## src/rtl/i2c_seq_pkg.sv

```systemverilog
// Shared definitions for i2c_cmd_sequencer: FSM states, response codes and the
// 31-bit command word layout (slave:7, sub:7, rw:1, wdata:8, nbytes:8).
package i2c_seq_pkg;

  typedef enum logic [2:0] {
    ST_IDLE  = 3'd0,
    ST_LOAD  = 3'd1,
    ST_PULSE = 3'd2,
    ST_WAIT  = 3'd3,
    ST_RESP  = 3'd4
  } seq_state_e;

  typedef enum logic [1:0] {
    RSP_OK      = 2'b00,
    RSP_NACK    = 2'b01,
    RSP_TIMEOUT = 2'b10
  } rsp_err_e;

  localparam int CMD_W     = 31;
  localparam int OFS_BYTES = 0;
  localparam int OFS_WDATA = 8;
  localparam int OFS_RW    = 16;
  localparam int OFS_SUB   = 17;
  localparam int OFS_SLAVE = 24;

  // Field order matches the offsets above, so a word casts directly to cmd_t.
  typedef struct packed {
    logic [6:0] slave_addr;
    logic [6:0] sub_addr;
    logic       rw;
    logic [7:0] wdata;
    logic [7:0] nbytes;
  } cmd_t;

  function automatic logic [CMD_W-1:0] pack_cmd(
    input logic [6:0] slave_addr,
    input logic [6:0] sub_addr,
    input logic       rw,
    input logic [7:0] wdata,
    input logic [7:0] nbytes
  );
    logic [CMD_W-1:0] word;
    word                 = '0;
    word[OFS_SLAVE +: 7] = slave_addr;
    word[OFS_SUB   +: 7] = sub_addr;
    word[OFS_RW]         = rw;
    word[OFS_WDATA +: 8] = wdata;
    word[OFS_BYTES +: 8] = nbytes;
    return word;
  endfunction

endpackage

```

## src/rtl/i2c_cmd_fifo.sv

```systemverilog
// Synchronous DEPTH x CMD_W command FIFO with occupancy count; push is refused
// while full even if a pop happens in the same cycle.
module i2c_cmd_fifo
  import i2c_seq_pkg::*;
#(
  parameter int DEPTH = 4
) (
  input  logic                     clk_i,
  input  logic                     rst_i,
  input  logic                     push_i,
  input  logic [CMD_W-1:0]         data_i,
  input  logic                     pop_i,
  output logic [CMD_W-1:0]         data_o,
  output logic                     full_o,
  output logic                     empty_o,
  output logic [$clog2(DEPTH):0]   count_o
);

  localparam int AW = $clog2(DEPTH);
  localparam logic [AW:0] FULL_CNT = (AW + 1)'(DEPTH);

  logic [CMD_W-1:0] mem_q [DEPTH];
  logic [AW-1:0]    wr_ptr_q;
  logic [AW-1:0]    rd_ptr_q;
  logic [AW:0]      count_q;
  logic             do_push;
  logic             do_pop;

  assign full_o  = (count_q == FULL_CNT);
  assign empty_o = (count_q == '0);
  assign count_o = count_q;
  assign data_o  = mem_q[rd_ptr_q];
  assign do_push = push_i && !full_o;
  assign do_pop  = pop_i && !empty_o;

  // NOTE: sequential state uses non-blocking assignments so every register sees pre-edge values.
  always_ff @(posedge clk_i) begin
    if (rst_i) begin
      wr_ptr_q <= '0;
      rd_ptr_q <= '0;
      count_q  <= '0;
    end else begin
      if (do_push) wr_ptr_q <= wr_ptr_q + 1'b1;
      if (do_pop)  rd_ptr_q <= rd_ptr_q + 1'b1;
      case ({do_push, do_pop})
        2'b10:   count_q <= count_q + 1'b1;
        2'b01:   count_q <= count_q - 1'b1;
        default: count_q <= count_q;
      endcase
    end
  end

  // NOTE: storage is not reset; the pointers and count alone define which entries are valid.
  always_ff @(posedge clk_i) begin
    if (do_push) mem_q[wr_ptr_q] <= data_i;
  end

endmodule

```

## src/rtl/i2c_cmd_sequencer.sv

```systemverilog
// Queues host I2C commands and runs them one at a time on the I2CInterface bus,
// returning ReadData/status via valid/ready. Define I2C_SEQ_TIMEOUT_EN for the WAIT timeout.
module i2c_cmd_sequencer
  import i2c_seq_pkg::*;
#(
  parameter int DEPTH          = 4,
  parameter int PULSE_CYCLES   = 10000,
  parameter int TIMEOUT_CYCLES = 4000000
) (
  input  logic                   FSM_Clk,
  input  logic                   Reset,
  input  logic                   CmdValid,
  output logic                   CmdReady,
  input  logic [6:0]             CmdSlaveAddr,
  input  logic [6:0]             CmdSubAddr,
  input  logic                   CmdRW,
  input  logic [7:0]             CmdWriteData,
  input  logic [7:0]             CmdBytesToRead,
  output logic                   PCControl,
  output logic [6:0]             SlaveAddress,
  output logic [6:0]             SubAddress,
  output logic                   ReadWrite,
  output logic [7:0]             WriteData,
  output logic [7:0]             BytesToRead,
  input  logic                   I2CDone,
  input  logic                   ACK_bit,
  input  logic [31:0]            ReadData,
  output logic                   RspValid,
  input  logic                   RspReady,
  output logic [31:0]            RspData,
  output logic [1:0]             RspError,
  output logic [$clog2(DEPTH):0] QueueCount,
  output logic                   Busy
);

  // One counter serves both the start pulse and the WAIT timeout, sized for the longer.
  localparam int CNT_MAX = (PULSE_CYCLES > TIMEOUT_CYCLES) ? PULSE_CYCLES : TIMEOUT_CYCLES;
  localparam int CNT_W   = $clog2(CNT_MAX + 1);
  localparam logic [CNT_W-1:0] PULSE_LAST = CNT_W'(PULSE_CYCLES - 1);
`ifdef I2C_SEQ_TIMEOUT_EN
  localparam logic [CNT_W-1:0] TMO_LAST = CNT_W'(TIMEOUT_CYCLES - 1);
`endif

  seq_state_e       state_q, state_d;
  logic [CNT_W-1:0] cnt_q, cnt_d;
  cmd_t             bus_q, bus_d;
  logic [31:0]      rsp_data_q, rsp_data_d;
  rsp_err_e         rsp_err_q, rsp_err_d;
  logic             rdy_en_q;
  logic             push, pop;
  logic             fifo_full, fifo_empty;
  logic [CMD_W-1:0] cmd_word, head_word;

  assign cmd_word = pack_cmd(CmdSlaveAddr, CmdSubAddr, CmdRW, CmdWriteData, CmdBytesToRead);
  assign CmdReady = rdy_en_q && !fifo_full;
  assign push     = CmdValid && CmdReady;

  i2c_cmd_fifo #(.DEPTH(DEPTH)) u_fifo (
    .clk_i   (FSM_Clk),
    .rst_i   (Reset),
    .push_i  (push),
    .data_i  (cmd_word),
    .pop_i   (pop),
    .data_o  (head_word),
    .full_o  (fifo_full),
    .empty_o (fifo_empty),
    .count_o (QueueCount)
  );

  // NOTE: every always_comb output gets a default first so no path leaves it unassigned (no latches).
  always_comb begin
    state_d    = state_q;
    cnt_d      = cnt_q;
    bus_d      = bus_q;
    rsp_data_d = rsp_data_q;
    rsp_err_d  = rsp_err_q;
    pop        = 1'b0;
    unique case (state_q)
      // The single response buffer is free whenever we are back in IDLE.
      ST_IDLE: if (!fifo_empty) state_d = ST_LOAD;
      ST_LOAD: begin
        bus_d   = cmd_t'(head_word);
        pop     = 1'b1;
        cnt_d   = '0;
        state_d = ST_PULSE;
      end
      ST_PULSE: begin
        if (cnt_q == PULSE_LAST) begin
          cnt_d   = '0;
          state_d = ST_WAIT;
        end else begin
          cnt_d = cnt_q + 1'b1;
        end
      end
      ST_WAIT: begin
        if (I2CDone) begin
          rsp_err_d  = ACK_bit ? RSP_NACK : RSP_OK;
          rsp_data_d = (!ACK_bit && bus_q.rw) ? ReadData : '0;
          state_d    = ST_RESP;
        end
`ifdef I2C_SEQ_TIMEOUT_EN
        else if (cnt_q == TMO_LAST) begin
          rsp_err_d  = RSP_TIMEOUT;
          rsp_data_d = '0;
          state_d    = ST_RESP;
        end else begin
          cnt_d = cnt_q + 1'b1;
        end
`endif
      end
      ST_RESP: if (RspReady) state_d = ST_IDLE;
      default: state_d = ST_IDLE;
    endcase
  end

  always_ff @(posedge FSM_Clk) begin
    if (Reset) begin
      state_q    <= ST_IDLE;
      cnt_q      <= '0;
      bus_q      <= '0;
      rsp_data_q <= '0;
      rsp_err_q  <= RSP_OK;
      rdy_en_q   <= 1'b0;
    end else begin
      state_q    <= state_d;
      cnt_q      <= cnt_d;
      bus_q      <= bus_d;
      rsp_data_q <= rsp_data_d;
      rsp_err_q  <= rsp_err_d;
      rdy_en_q   <= 1'b1;
    end
  end

  assign PCControl    = (state_q == ST_PULSE);
  assign RspValid     = (state_q == ST_RESP);
  assign Busy         = (state_q != ST_IDLE);
  assign RspData      = rsp_data_q;
  assign RspError     = rsp_err_q;
  assign SlaveAddress = bus_q.slave_addr;
  assign SubAddress   = bus_q.sub_addr;
  assign ReadWrite    = bus_q.rw;
  assign WriteData    = bus_q.wdata;
  assign BytesToRead  = bus_q.nbytes;

endmodule

```

## config.mk

```make
export PLATFORM = sky130hd
export DESIGN_NAME = i2c_cmd_sequencer
export DESIGN_NICKNAME = d
export VERILOG_FILES = /design/src/rtl/i2c_seq_pkg.sv /design/src/rtl/i2c_cmd_fifo.sv /design/src/rtl/i2c_cmd_sequencer.sv
export SDC_FILE = /design/constraint.sdc
export NUM_CORES = 1
export LEC_CHECK = 0
export BUFFER_PORTS_ARGS = -buffer_cell sky130_fd_sc_hd__buf_2
export CAP_MARGIN = 20
export CORE_AREA = 2 2 189 191
export DETAILED_ROUTE_END_ITERATION = 7
export DIE_AREA = 0 0 191 193
export PLACE_DENSITY = 0.39
export SLEW_MARGIN = 20
export SYNTH_ARGS = -nofsm -noshare
export SYNTH_HDL_FRONTEND = slang
export SYNTH_SLANG_ARGS = --single-unit
```

## constraint.sdc

```tcl
create_clock -name FSM_Clk -period 4.8 [get_ports FSM_Clk]
set_clock_uncertainty 0.2 [all_clocks]
set_input_delay 0.96 -clock FSM_Clk [delete_from_list [all_inputs] [get_ports FSM_Clk]]
set_output_delay 0.96 -clock FSM_Clk [all_outputs]
set_load 0.02 [all_outputs]
```

# --- Word level (Yosys, flattened, before mapping) ---
# Memory sizes are Yosys's and may differ from the RTL's. A register that Yosys moved wholly into a read port is not among the register bits.
# Index checks and enable logic that the tools add are counted.
totals:
  n_memories: 1
  in_bits: 69
  ramBits: 124
  regBits: 67
classes:
  n_eq_ne: 12
  addsub: 5
  n_reduce_logical: 15
  n_mux: 14
mem_list:
  columns: ["memory", "depth", "width", "read_ports", "rd_ports_with_merged_regs", "wr", "line", "text"]
  rows:
  - ["u_fifo.mem_q", 4, 31, 1, 1, 1, "i2c_cmd_fifo.sv:22", "logic [CMD_W-1:0] mem_q [DEPTH];"]
ops:
  columns: ["op", "n"]
  rows:
  - ["case mux 22 bit (2 select lines)", 1]
  - ["2-to-1 mux 32 bit", 1]
  - ["adder 22 x 1 -> 22 bit (second input constant)", 1]
  - ["== test 22 x 14 -> 1 bit (second input constant)", 1]
  - ["2-to-1 mux 22 bit", 1]
  - ["case mux 3 bit (5 select lines)", 1]
  - ["2-to-1 mux 3 bit", 4]
  - ["== test 3 x 2 -> 1 bit (second input constant)", 2]
  - ["== test 3 bit (second input constant)", 2]
  - ["logical NOT 3 bit", 2]
  - ["case mux 3 bit (2 select lines)", 1]
  - ["logical AND 1 bit", 5]
  - ["2-to-1 mux 1 bit", 5]
  - ["adder 2 x 1 -> 2 bit (second input constant)", 2]
  - ["!= test 2 x 1 -> 1 bit (second input constant)", 2]
  - ["!= test 2 bit (second input constant)", 2]
  - ["AND reduction 4 bit", 1]
  - ["nonzero test 2 bit", 2]
  - ["adder 3 x 1 -> 3 bit (second input constant)", 1]
  - ["== test 3 x 1 -> 1 bit (second input constant)", 1]
  - ["logical NOT 1 bit", 3]
  - ["nonzero test 3 bit", 1]
  - ["subtractor 3 x 1 -> 3 bit (second input constant)", 1]
  - ["== test 2 x 1 -> 1 bit (second input constant)", 1]
  - ["2 further kinds", 2]

# --- Depth between registers and ports, before layout ---
logic_depth:
  ltp_word: 7
  ltp_mapped: 10
  depth_no_buf: 10

# --- Modules after synthesis ---
# Synthesis repeated with hierarchy kept, for this count alone.
hier_totals:
  cells_unflattened: 677
  area_unflattened_um2: 8650.8
by_module_without_submodules:
  columns: ["module", "instances", "area_each_um2", "seq_area_each_um2", "cells_each"]
  rows:
  - ["i2c_cmd_fifo", 1, 4956.0, 3903.7, 215]
  - ["i2c_cmd_sequencer", 1, 3694.8, 1801.7, 462]

# --- Worst setup path after synthesis ---
# OpenSTA, ideal clock, no wires.
synth_path:
  kind: "register to register"
  startpoint: "register u_fifo.count_q[0] (netlist: u_fifo.count_o[0])"
  endpoint: "memory u_fifo.mem_q[0][0] (enable)"
  stages_incl_launch_ff: 4
  synth_period_minus_slack_ns: 2.688
  setup_slack_ns: 2.112
  arrival_ns: 2.097
  setup_time_ns: 0.391
  t_required_ns: 4.209
  cell_sequence: "dfxtp_1 -> inv_1 -> a31oi_1 -> and3_1"
synth_between:
  elab_chain_len: 7
synth_rtl:
  columns: ["element", "line", "text"]
  rows:
  - ["start, declared", "i2c_cmd_fifo.sv:25", "logic [AW:0] count_q;"]
  - ["start signal, assigned", "i2c_cmd_fifo.sv:46", "2'b10: count_q <= count_q + 1'b1;"]
  - ["start signal, assigned", "i2c_cmd_fifo.sv:47", "2'b01: count_q <= count_q - 1'b1;"]
  - ["start signal, assigned", "i2c_cmd_fifo.sv:48", "default: count_q <= count_q;"]
  - ["== test 3 bit", "i2c_cmd_fifo.sv:29", "assign full_o = (count_q == FULL_CNT);"]
  - ["logical NOT 1 bit", "i2c_cmd_sequencer.sv:55", "assign CmdReady = rdy_en_q && !fifo_full;"]
  - ["logical AND 1 bit", "i2c_cmd_sequencer.sv:55", null]
  - ["net CmdReady", "i2c_cmd_sequencer.sv:13", "output logic CmdReady,"]
  - ["logical AND 1 bit", "i2c_cmd_sequencer.sv:56", "assign push = CmdValid && CmdReady;"]
  - ["logical AND 1 bit", "i2c_cmd_fifo.sv:33", "assign do_push = push_i && !full_o;"]
  - ["2-to-1 mux 1 bit", "i2c_cmd_fifo.sv:55", "if (do_push) mem_q[wr_ptr_q] <= data_i;"]
  - ["2-to-1 mux 1 bit (implied by the code)", "i2c_cmd_fifo.sv:55", null]
  - ["end, declared", "i2c_cmd_fifo.sv:22", null]
# The timed path passes the listed nets, and every way through them passes these cells.

# --- Worst setup path in the final report ---
layout_path:
  startpoint: "register state_q[0]"
  endpoint: "register u_fifo.count_q[2] (netlist: u_fifo.count_o[2])"
layout_between:
  elab_chain_len: 5
  elab_cells_between_ends: 7
  cone_classes: "3 x eq/ne; 2 x mux; 2 x reduce/logical"
layout_rtl:
  columns: ["element", "line", "text"]
  rows:
  - ["start, declared", "i2c_cmd_sequencer.sv:44", "seq_state_e state_q, state_d;"]
  - ["start signal, assigned", "i2c_cmd_sequencer.sv:125", "state_q <= state_d;"]
  - ["== test 3 x 1 -> 1 bit *", "i2c_cmd_sequencer.sv:78", "unique case (state_q)"]
  - ["2-to-1 mux 1 bit *", "i2c_cmd_sequencer.sv:78", null]
  - ["logical AND 1 bit *", "i2c_cmd_fifo.sv:34", "assign do_pop = pop_i && !empty_o;"]
  - ["net u_fifo.do_pop", "i2c_cmd_fifo.sv:27", "logic do_pop;"]
  - ["== test 2 x 1 -> 1 bit / == test 2 bit (equally long branches)", "i2c_cmd_fifo.sv:45", "case ({do_push, do_pop})"]
  - ["case mux 3 bit (2 select lines) / nonzero test 2 bit (equally long branches)", null, null]
# Mark *: on every way through the listed nets, which the timed path passes. The rest lies on a longest branch.
# A chain may end at the register's enable or synchronous reset.

==> run summary <==
number of warnings issued by yosys = 0
Final Wtd Congestion = 0.682
I/O pin cnt = 141
CP endpoint kind = register
first-pass GRT wire length = 32.9 mm
Synth Flop Type = edfxtp_1
Std-Cell Rows = 69
EDFF count, synth = 124
r2r setup slk = 1.62 ns
DRT iter0 DRCs = 278
Critical path buffers and inverters = 1
Clk Latency, worst-skew pair = 0.52 ns
Hold Fails Final Rpt = 0
Syn-to-layout area delta = 23.4%
number of antenna violations at the first check in global routing = 4
Slew Limit Fails = 0
area of the multi-input gates = 0.00268 sq mm
final net count = 882
Max clock buf depth = 3
cell family with most CP delay = simple AND/OR/NAND/NOR gates
Die ar. = 0.0369 sq mm
Vias/cell = 4.36
hold_buf cts = 0
synth top area cells = edfxtp_1, dfxtp_1, mux4_2, nand2_1, a21oi_1
Post-CTS Setup Bufs = 0
Req. time, crit path = 5.05 ns
clock tree sinks = 221
post-route ant nets = 0
CP endpoint = u_fifo.count_o[2]$_SDFFE_PP0P_
Slew @ Worst Pin = 0.988 ns
Post-DP Area = 0.00972 sq mm
final instance area = 0.0106 sq mm
clk root buf = clkbuf_16
hold crit path type = register to register
Yosys top cell by area = edfxtp_1
Pwr Density = 435 mW/mm^2
Num CTS Buffers = 27
sequential fraction of the synthesis area = 0.658
drt drc = 0
vias in the first global route = 5,574
period utilization = 0.662
pin count of the biggest net entering global routing = 52
Worst Reg-to-Reg Cells = 8
synthesized cell area = 0.00861 sq mm
Worst path slowest cell = or3b_2
GRT Residual Overflow = 0
Max H-tree Level = 1
Avg Cell Area, Syn = 12.7 sq um
smallest hold slack = 0.246 ns
Slew HR = 0.341
final setup vio count = 0
status = completed
CTS tree = done
clock slew at reported path FFs = 0.06 ns
PostCTS Resize Cnt = 0
fin crit period = 3.18 ns
CP Cell Sequence = or3b_2 -> nor2_2 -> ha_1 -> inv_1 -> fa_1 -> xor2_1 -> or3_1 -> a21oi_1
worst stage delay on the critical path = 0.85 ns
fin util = 0.304
Core ar. = 0.0350 sq mm
Crit path depth = 8
leakage power = 3.73 nW
drt wl/cell = 16.7 microns
CP Launch Point = state_q[0]$_SDFFE_PP0P_
Max Fclk = 315 MHz
share of cells above drive strength 1 = 0.284
Setup Total Neg Slack = 0 ns
flip-flop and latch area = 0.00567 sq mm
I/O Buffers = 139
DRT Wirelength = 21.5 mm
Synth top area share = 0.432
die height = 193 microns
Post-Syn Nets = 755
placed cell count = 1,238
reg2reg end = u_fifo.count_o[2]$_SDFFE_PP0P_
type of the worst setup path = register to register
fraction of registers with async set/reset = 0
R2R Path Start = state_q[0]$_SDFFE_PP0P_
Initial Util = 0.246
RSZ-0062 raised after global routing = false
Cells after Synth = 679
Startpoint Class = register
DP HPWL = 12.9 mm
MaxCap Viol Count = 0
synthesis-stage register bit count = 221
Non-Filler Instances = 1,290
fill cell count = 3,616
peak supply drop = 0.217 mV
Critical Path Fanout Max = 32
DRT Pass-1 Iters = 4
Via Count = 5,625
worst endpoint data arrival time = 3.43 ns
GRT Total Usage = 0.115
distinct cell type count after synthesis = 57
Die X = 191 microns
==> cell families after synthesis <==
family	share of synthesized area
multiplexers	0.0811
adder cells (fa/ha/maj)	0.0110
flip-flops	0.658
buffers and inverters	0.0333
other	0.000435
XOR/XNOR	0.0102
AO/OA/AOI/OAI	0.0702
AND/OR/NAND/NOR	0.136
==> worst min path at each step <==
stage	from	to	slack, ns	depth (start not counted)
floorplan	cnt_q[20]$_SDFFE_PP0P_	cnt_q[20]$_SDFFE_PP0P_	0.26	2
global placement	RspData[20]$_SDFFE_PP0P_	RspData[20]$_SDFFE_PP0P_	0.24	2
detailed placement	RspData[6]$_SDFFE_PP0P_	RspData[6]$_SDFFE_PP0P_	0.24	2
CTS	RspData[10]$_SDFFE_PP0P_	RspData[10]$_SDFFE_PP0P_	0.25	2
global route	SubAddress[5]$_SDFFE_PP0P_	SubAddress[5]$_SDFFE_PP0P_	0.27	2
finish	RspData[6]$_SDFFE_PP0P_	RspData[6]$_SDFFE_PP0P_	0.25	2
==> Yosys cell counts (all sizes together) (2+ instances only) <==
cell	number
or2	2
nand4	9
buf	21
a211o	2
and2b	2
inv	15
nor3	12
nand2	107
o21ai	14
a21oi	76
and3	9
xnor2	6
ha	6
a31oi	9
nor4b	3
and2	2
edfxtp	124
nand3	40
xor2	4
nand3b	2
nor2	23
or4	6
and4	2
nor4	8
o21a	3
clkbuf	25
mux4	31
or3	4
nand2b	2
dfxtp	97
==> where the power goes <==
group	internal [W]	switching [W]
clock	0.00126	0.000774
sequential	0.00207	0.0000548
combinational	0.000157	0.000304
total	0.00349	0.00113
==> through the flow <==
stage / power (W) / setup slack (ns)
4_1_cts: 0.00472 / 1.59
3_3_place_gp: 0.00264 / 1.62
6_report: 0.00462 / 1.62
5_1_grt: 0.00483 / 1.43
3_5_place_dp: 0.00264 / 1.60
2_1_floorplan: 0.00246 / 2.11
==> registers in the layout (all words and copies together), names as in the netlist <==
name             flops
WriteData            8
rdy_en_q             1
u_fifo.mem_q       124
ReadWrite            1
SlaveAddress         7
state_q              3
RspData             32
BytesToRead          8
u_fifo.wr_ptr_q      2
u_fifo.count_o       3
SubAddress           7
RspError             1
u_fifo.rd_ptr_q      2
cnt_q               22
==> worst min-delay path: cells and delay by family (launching register included) <==
family,cells,cell delay (ns)
DFF,1,0.30
AOI/OAI and AO/OA,1,0.05
and+or+nand+nor,1,0.05
==> routing by layer <==
layer	GRT usage	wire length [microns]
met2	0.196	10500
met4	0.0292	380
met5	0	16
met1	0.149	9550
met3	0.0244	1040
==> area by class of cell <==
| type | count | area share |
|---|---|---|
| Clock buffer | 38 | 0.0712 |
| Sequential cell | 221 | 0.533 |
| Clock inverter | 12 | 0.0138 |
| Tap cell | 461 | 0.0543 |
| Antenna cell | 2 | 0.000471 |
| Multi-Input combinational cell | 396 | 0.252 |
| Timing Repair Buffer | 144 | 0.0692 |
| Inverter | 16 | 0.00565 |
==> cell usage in the layout (no fill, tap or decap), drive strengths merged, types with 12 or more instances in the layout <==
| cell | n |
|---|---|
| nand3 | 40 |
| o21ai | 14 |
| a21oi | 76 |
| inv | 16 |
| buf | 144 |
| mux4 | 31 |
| nor3 | 12 |
| nor2 | 23 |
| clkbuf | 38 |
| nand2 | 107 |
| dfxtp | 97 |
| edfxtp | 124 |
(Power assumes the default switching activity.)
